<file path="config.mk">
export PLATFORM = sky130hd
export DESIGN_NAME = decode_stage
export DESIGN_NICKNAME = d
export VERILOG_FILES = /design/src/rtl/decode_stage.sv
export SDC_FILE = /design/constraint.sdc
export NUM_CORES = 1
export LEC_CHECK = 0
export CAP_MARGIN = 30
export CORE_MARGIN = 3
export CORE_UTILIZATION = 35
export CTS_CLUSTER_DIAMETER = 80
export CTS_CLUSTER_SIZE = 25
export DETAILED_ROUTE_END_ITERATION = 8
export PLACE_DENSITY = 0.62
export SETUP_SLACK_MARGIN = 0.05
export SLEW_MARGIN = 10
export SYNTH_ARGS = -nofsm -noshare
export SYNTH_HDL_FRONTEND = slang
export SYNTH_SLANG_ARGS = --single-unit
</file>
<file path="constraint.sdc">
create_clock -name clk -period 6.33 [get_ports clk]
set_input_delay 1.266 -clock clk [delete_from_list [all_inputs] [get_ports clk]]
set_output_delay 1.266 -clock clk [all_outputs]
set_load 0.02 [all_outputs]
</file>
<file path="src/rtl/decode_stage.sv">
// Registered, handshaked MIPS decode stage with a pending-write scoreboard.
// Incoming instructions are held on RAW/WAW hazards and on a full scoreboard.
module decode_stage #(
    parameter int DATA_W       = 32,
    parameter int HAZARD_DEPTH = 2
) (
    input  logic              clk,
    input  logic              rst_n,
    input  logic              in_valid,
    output logic              in_ready,
    input  logic [31:0]       instr,
    input  logic [DATA_W-1:0] pc,
    output logic              out_valid,
    input  logic              out_ready,
    input  logic              flush,
    input  logic              wb_valid,
    input  logic [4:0]        wb_reg,
    output logic [DATA_W-1:0] out_pc,
    output logic              write_reg,
    output logic [4:0]        dst_reg,
    output logic [4:0]        rs,
    output logic [4:0]        rt,
    output logic [DATA_W-1:0] imm_ext,
    output logic [11:0]       alu_ctrl,
    output logic              mem_read,
    output logic              mem_write,
    output logic              branch,
    output logic              jump,
    output logic              illegal
);

    localparam int CNT_W = $clog2(HAZARD_DEPTH + 1);

    localparam logic [5:0] OP_RTYPE = 6'b000000, OP_J    = 6'b000010, OP_JAL  = 6'b000011,
                           OP_BEQ   = 6'b000100, OP_BNE  = 6'b000101, OP_ADDIU = 6'b001001,
                           OP_SLTI  = 6'b001010, OP_ANDI = 6'b001100, OP_ORI  = 6'b001101,
                           OP_XORI  = 6'b001110, OP_LUI  = 6'b001111, OP_LW   = 6'b100011,
                           OP_SW    = 6'b101011;
    localparam logic [5:0] F_SLL  = 6'b000000, F_SRL = 6'b000010, F_JR  = 6'b001000,
                           F_ADDU = 6'b100001, F_SUBU = 6'b100011, F_AND = 6'b100100,
                           F_OR   = 6'b100101, F_XOR = 6'b100110, F_SLT = 6'b101010,
                           F_SLTU = 6'b101011;

    typedef struct packed {
        logic [DATA_W-1:0] pc;
        logic              write_reg;
        logic [4:0]        dst_reg;
        logic [4:0]        rs;
        logic [4:0]        rt;
        logic [DATA_W-1:0] imm_ext;
        logic [11:0]       alu_ctrl;
        logic              mem_read;
        logic              mem_write;
        logic              branch;
        logic              jump;
        logic              illegal;
    } bundle_t;

    logic [5:0]       opcode, func;
    bundle_t          dec;
    logic             use_rs, use_rt;
    bundle_t          out_q;
    logic             out_valid_q, out_valid_d;
    logic [31:0]      pending_q, pending_d;
    logic [CNT_W-1:0] cnt_q, cnt_d;
    logic             out_wr, hazard, accept, issue, do_set, do_clr;
    logic [CNT_W:0]   occupancy;

    assign opcode = instr[31:26];
    assign func   = instr[5:0];

    // NOTE: every field gets a default before the case so no path leaves a value held (no latch).
    always_comb begin
        dec     = '0;
        use_rs  = 1'b0;
        use_rt  = 1'b0;
        dec.pc  = pc;
        dec.rs  = instr[25:21];
        dec.rt  = instr[20:16];
        dec.alu_ctrl = {opcode, 6'b0};
        case (opcode)
            OP_RTYPE: begin
                dec.alu_ctrl = {6'b0, func};
                case (func)
                    F_SLL, F_SRL: begin
                        dec.write_reg = 1'b1; dec.dst_reg = instr[15:11]; use_rt = 1'b1;
                    end
                    F_JR: begin
                        dec.jump = 1'b1; use_rs = 1'b1;
                    end
                    F_ADDU, F_SUBU, F_AND, F_OR, F_XOR, F_SLT, F_SLTU: begin
                        dec.write_reg = 1'b1; dec.dst_reg = instr[15:11];
                        use_rs = 1'b1; use_rt = 1'b1;
                    end
                    default: dec.illegal = 1'b1;
                endcase
            end
            OP_BEQ, OP_BNE: begin
                dec.imm_ext = DATA_W'($signed(instr[15:0]));
                dec.branch  = 1'b1; use_rs = 1'b1; use_rt = 1'b1;
            end
            OP_ADDIU, OP_SLTI: begin
                dec.imm_ext   = DATA_W'($signed(instr[15:0]));
                dec.write_reg = 1'b1; dec.dst_reg = instr[20:16]; use_rs = 1'b1;
            end
            OP_ANDI, OP_ORI, OP_XORI: begin
                dec.imm_ext   = DATA_W'(instr[15:0]);
                dec.write_reg = 1'b1; dec.dst_reg = instr[20:16]; use_rs = 1'b1;
            end
            OP_LUI: begin
                dec.imm_ext   = DATA_W'({instr[15:0], 16'h0000});
                dec.write_reg = 1'b1; dec.dst_reg = instr[20:16];
            end
            OP_LW: begin
                dec.imm_ext   = DATA_W'($signed(instr[15:0]));
                dec.mem_read  = 1'b1;
                dec.write_reg = 1'b1; dec.dst_reg = instr[20:16]; use_rs = 1'b1;
            end
            OP_SW: begin
                dec.imm_ext   = DATA_W'($signed(instr[15:0]));
                dec.mem_write = 1'b1; use_rs = 1'b1; use_rt = 1'b1;
            end
            OP_J: begin
                dec.imm_ext = DATA_W'(instr[25:0]); dec.jump = 1'b1;
            end
            OP_JAL: begin
                dec.imm_ext   = DATA_W'(instr[25:0]); dec.jump = 1'b1;
                dec.write_reg = 1'b1; dec.dst_reg = 5'd31;
            end
            default: dec.illegal = 1'b1;
        endcase
        if (dec.illegal) begin
            dec.alu_ctrl = 12'hFFF;
            use_rs = 1'b0;
            use_rt = 1'b0;
        end
        if (dec.dst_reg == 5'd0) dec.write_reg = 1'b0;
        if (dec.rs == 5'd0)      use_rs = 1'b0;
        if (dec.rt == 5'd0)      use_rt = 1'b0;
    end

    // The writer sitting in the output register is not yet in the scoreboard, so it is checked separately.
    always_comb begin
        out_wr    = out_valid_q && out_q.write_reg;
        occupancy = {1'b0, cnt_q} + (CNT_W + 1)'(out_wr);
        hazard    = 1'b0;
        if (use_rs && (pending_q[dec.rs] || (out_wr && out_q.dst_reg == dec.rs))) hazard = 1'b1;
        if (use_rt && (pending_q[dec.rt] || (out_wr && out_q.dst_reg == dec.rt))) hazard = 1'b1;
        if (dec.write_reg && (pending_q[dec.dst_reg] || (out_wr && out_q.dst_reg == dec.dst_reg)
                              || occupancy >= (CNT_W + 1)'(HAZARD_DEPTH))) hazard = 1'b1;
    end

    assign in_ready = (!out_valid_q || out_ready) && !hazard && !flush;
    assign accept   = in_valid && in_ready;
    assign issue    = out_valid_q && out_ready && !flush;
    assign do_set   = issue && out_q.write_reg;
    assign do_clr   = wb_valid && pending_q[wb_reg];

    always_comb begin
        out_valid_d = out_valid_q;
        if (flush)       out_valid_d = 1'b0;
        else if (accept) out_valid_d = 1'b1;
        else if (issue)  out_valid_d = 1'b0;

        pending_d = pending_q;
        if (do_clr) pending_d[wb_reg] = 1'b0;
        if (do_set) pending_d[out_q.dst_reg] = 1'b1;
        cnt_d = cnt_q + CNT_W'(do_set) - CNT_W'(do_clr);
    end

    // NOTE: sequential state uses non-blocking assignments so every register samples pre-edge values.
    always_ff @(posedge clk or negedge rst_n) begin
        if (!rst_n) begin
            out_valid_q <= 1'b0;
            out_q       <= '0;
            pending_q   <= '0;
            cnt_q       <= '0;
        end else begin
            out_valid_q <= out_valid_d;
            if (accept) out_q <= dec;
            pending_q   <= pending_d;
            cnt_q       <= cnt_d;
        end
    end

    assign out_valid = out_valid_q;
    assign out_pc    = out_q.pc;
    assign write_reg = out_q.write_reg;
    assign dst_reg   = out_q.dst_reg;
    assign rs        = out_q.rs;
    assign rt        = out_q.rt;
    assign imm_ext   = out_q.imm_ext;
    assign alu_ctrl  = out_q.alu_ctrl;
    assign mem_read  = out_q.mem_read;
    assign mem_write = out_q.mem_write;
    assign branch    = out_q.branch;
    assign jump      = out_q.jump;
    assign illegal   = out_q.illegal;

endmodule

</file>
==> impl_metrics.yaml <==
power_and_ir_drop:
  cell_internal_pwr_w: 0.00219
  clkPwrFrac_pct: 30.7
  p_leak_nw: 4.03
  seqPwrFrac_pct: 35.2
  power_density_mw_per_mm2: 327
  peakVddDrop_mv: 0.202
  swShare_pct: 33.0
  comb_power_share_pct: 34.0
  power.switching_w: 0.00108
final_layout:
  fill_cells: 1897
  diodes: 0
  drive_above_1_share_pct: 22.0
  finalNonFillerCells: 1100
  layout.nets: 894
  area_growth_pct: 36.0
routing:
  wl_per_cell_um: 21.0
  drtIter0Drc: 477
  drt_wl_total_um: 23100
  drtPass1Iterations: 5
  vias: 6108
  drc: 0
  via_per_inst: 5.55
  ant_nets: 0
worst_setup_path:
  worstSetupEndpointType: "output port"
  cp.required_ns: 5.06
  worst_path_max_delay_cell: "or4_4"
  worst_path_most_repeated_cell: "or4_4"
  critPathKind: "input port to output port"
  slowest_delay_ns: 0.58
  cp.arrival_ns: 4.85
  cp_cell_sequence: "clkdlybuf4s50_1 > or4_4 > or4_4 > a21oi_4 > a221o_1 > mux2_1 > a221oi_1 > o21ai_0 > nand3_2 > a21oi_2 > nor2_1 > dlygate4sd2_1"
  cp-start-kind: "input port"
  worst-path-max-fanout: 6
sta:
  max_freq_mhz: 164
  tightest_slew_ns: 0.844
  post-route-period-util_pct: 96.6
  final.min_clock_period_ns: 6.11
  fin_worst_skew_ns: 0.0132
  slew_headroom_pct: 43.6
  setup_viol: 0
  fin_hold_ws_ns: 0.486
  hold_viol: 0
  rsz0062_at_grt: "false"
  maxSlewViolCount: 0
floorplanning:
  core_area_mm2: 0.0204
  die_width_um: 151
  start_util_pct: 36.0
  die_area_mm2: 0.0228
  io_pins: 174
  die-height_um: 151
  num_rows: 52
global_route:
  grt.total_usage_pct: 20.2
  antenna_found_initial: 0
  grt_max_degree: 85
  grt_pass1_wl_um: 35400
  grt_pass1_vias: 5976
  grt_overflow: 0
synth:
  syn-num-nets: 720
  async_flop_share_pct: 100
  synth.top_cell.area_share_pct: 44.9
  synth_cells: 643
  synth_area_mm2: 0.00736
  synth_area_leaders: "dfrtp_1 45%, mux2_2 11%, mux4_2 8.6%"
  synth_top_cell_by_area: "dfrtp_1"
  ys_seq_area_share_pct: 44.9
  synth_flop_cell: "dfrtp_1"
  ys_warn_count: 0
  synth_enable_flop_cells: 0
  avgSynthCellArea_um2: 11.5
  yosys_register_bits: 132
  ys_types: 64
placed_design:
  io_buffers: 173
  gp_congestion: 0.863
  placed_cells: 1068
  dpl.hpwl_um: 16500
clock_tree:
  cts_tree: "built"
  cts_max_level: 4
  clk_latency_ns: 0.43
  clock_sinks: 132
  cts_hold_buffers: 0
  numCtsBuffers: 17
  cts-root-buf: "clkbuf_16"
  path_clk_slew_ns: 0.06
  cts_buffer_depth: 2
outcome:
  status: "complete, no violations"
hold_path:
  hold_path_class: "flip-flop to flip-flop"
job:
  max_cap_violations: 0
-- synth_stat cells, drive strengths merged (3+ instances only) --
cell type	instances
nor2	23
buf	25
a221o	13
a21oi	28
nor3	5
a211oi	3
o31ai	3
dfrtp	132
o22ai	3
and2	3
or3	10
o2bb2ai	18
nand2	19
a21o	4
o21ai	69
a221oi	8
xnor2	14
nand3	28
or4	4
or2	4
nand2b	11
mux4	28
nor2b	5
a31oi	4
mux2	71
inv	25
a22oi	3
nand4	4
mux2i	21
nand3b	6
clkbuf	24
-- area by class of cell --
| class | instances | area (um2) | share of cell area (%) |
|---|---|---|---|
| inverter | 25 | 93.8 | 0.937 |
| multi-input combinational | 437 | 3700 | 37.0 |
| sequential | 132 | 3300 | 33.0 |
| clock inverter | 14 | 169 | 1.69 |
| tap | 270 | 338 | 3.37 |
| clock buffer | 18 | 429 | 4.29 |
| timing repair buffer | 204 | 1980 | 19.7 |
-- placed cells by master (no fill, tap or decap), drive strengths merged, types with 19 or more instances in the layout --
| cell | Yosys | final |
|---|---|---|
| mux4 | 28 | 28 |
| dfrtp | 132 | 132 |
| nor2 | 23 | 23 |
| buf | 25 | 32 |
| mux2 | 71 | 71 |
| mux2i | 21 | 21 |
| inv | 25 | 32 |
| a21oi | 28 | 28 |
| nand2 | 19 | 19 |
| o21ai | 69 | 69 |
| clkdlybuf4s50 | 0 | 171 |
| nand3 | 28 | 28 |
-- power by group through the flow --
stage | logic (W) | registers, W | clock network, W
floorplan | 0.000400 | 0.00135 | 0
global placement | 0.00112 | 0.00116 | 0
detailed placement | 0.00112 | 0.00117 | 0
CTS | 0.00112 | 0.00115 | 0.00102
global route | 0.00118 | 0.00118 | 0.00106
finish | 0.00111 | 0.00115 | 0.00101
-- critical path: cells and delay by family --
family	cells	cell delay [ns]
AOI/OAI and AO/OA	5	1.10
buffers and inverters	2	0.82
muxes	1	0.36
and+or+nand+nor	4	1.30
-- metrics by stage --
step	power, W	cell area [um2]	setup TNS (ns)	util, %	setup WS (ns)
floorplan	0.00175	7360	0	-	0.745
global placement	0.00228	9410	0	46.1	0.118
detailed placement	0.00229	9410	-0.00760	46.1	-0.00760
CTS	0.00330	10000	0	49.0	0.257
global route	0.00343	10000	0	49.0	0.0517
finish	0.00327	10000	0	49.0	0.216
-- layer usage --
| metal | part of all wire, % | track usage [%] | vias to the layer above | wire [um] |
|---|---|---|---|---|
| met1 | 43 | 28.2 | 3085 | 10000 |
| met3 | 5.4 | 3.50 | 43 | 1240 |
| met4 | 3.0 | 8.79 | 0 | 701 |
| met5 | 0 | 0 | - | 0 |
| met2 | 48 | 31.1 | 222 | 11100 |
| li1 | - | - | 2758 | - |
-- what timing repair did --
item / 4_1_cts / 5_1_grt
setup endpoints to repair: 1 / 1
resized for setup: 1 / 1
buffers inserted: 0 / 0
-- cells by family (layout without fill, tap and decap cells) --
kind of cell	count (synthesis)	after routing	synth area share, %
buf+inv	74	261	5.05
simple gates	131	131	9.70
flops	132	132	44.9
xor+xnor	16	16	1.90
mux	120	120	22.3
compound gates	168	168	15.9
fa+ha+maj	2	2	0.340
-- final timing paths --
path / start / endpoint / slack (ns) / cells after the start
min reg2reg: imm_ext[8]$_DFFE_PN0P_ / imm_ext[8]$_DFFE_PN0P_ / 0.49 / 1
max reg2reg: pending_q[15]$_DFF_PN0_ / alu_ctrl[8]$_DFFE_PN0P_ / 2.86 / 10
min: imm_ext[8]$_DFFE_PN0P_ / imm_ext[8]$_DFFE_PN0P_ / 0.49 / 1
max: instr[31] / in_ready / 0.22 / 12
min in group asynchronous: rst_n / out_pc[25]$_DFFE_PN0P_ / 0.91 / 1
max in group asynchronous: rst_n / rt[3]$_DFFE_PN0P_ / 4.23 / 2
Power figures use the tool's default switching activity.
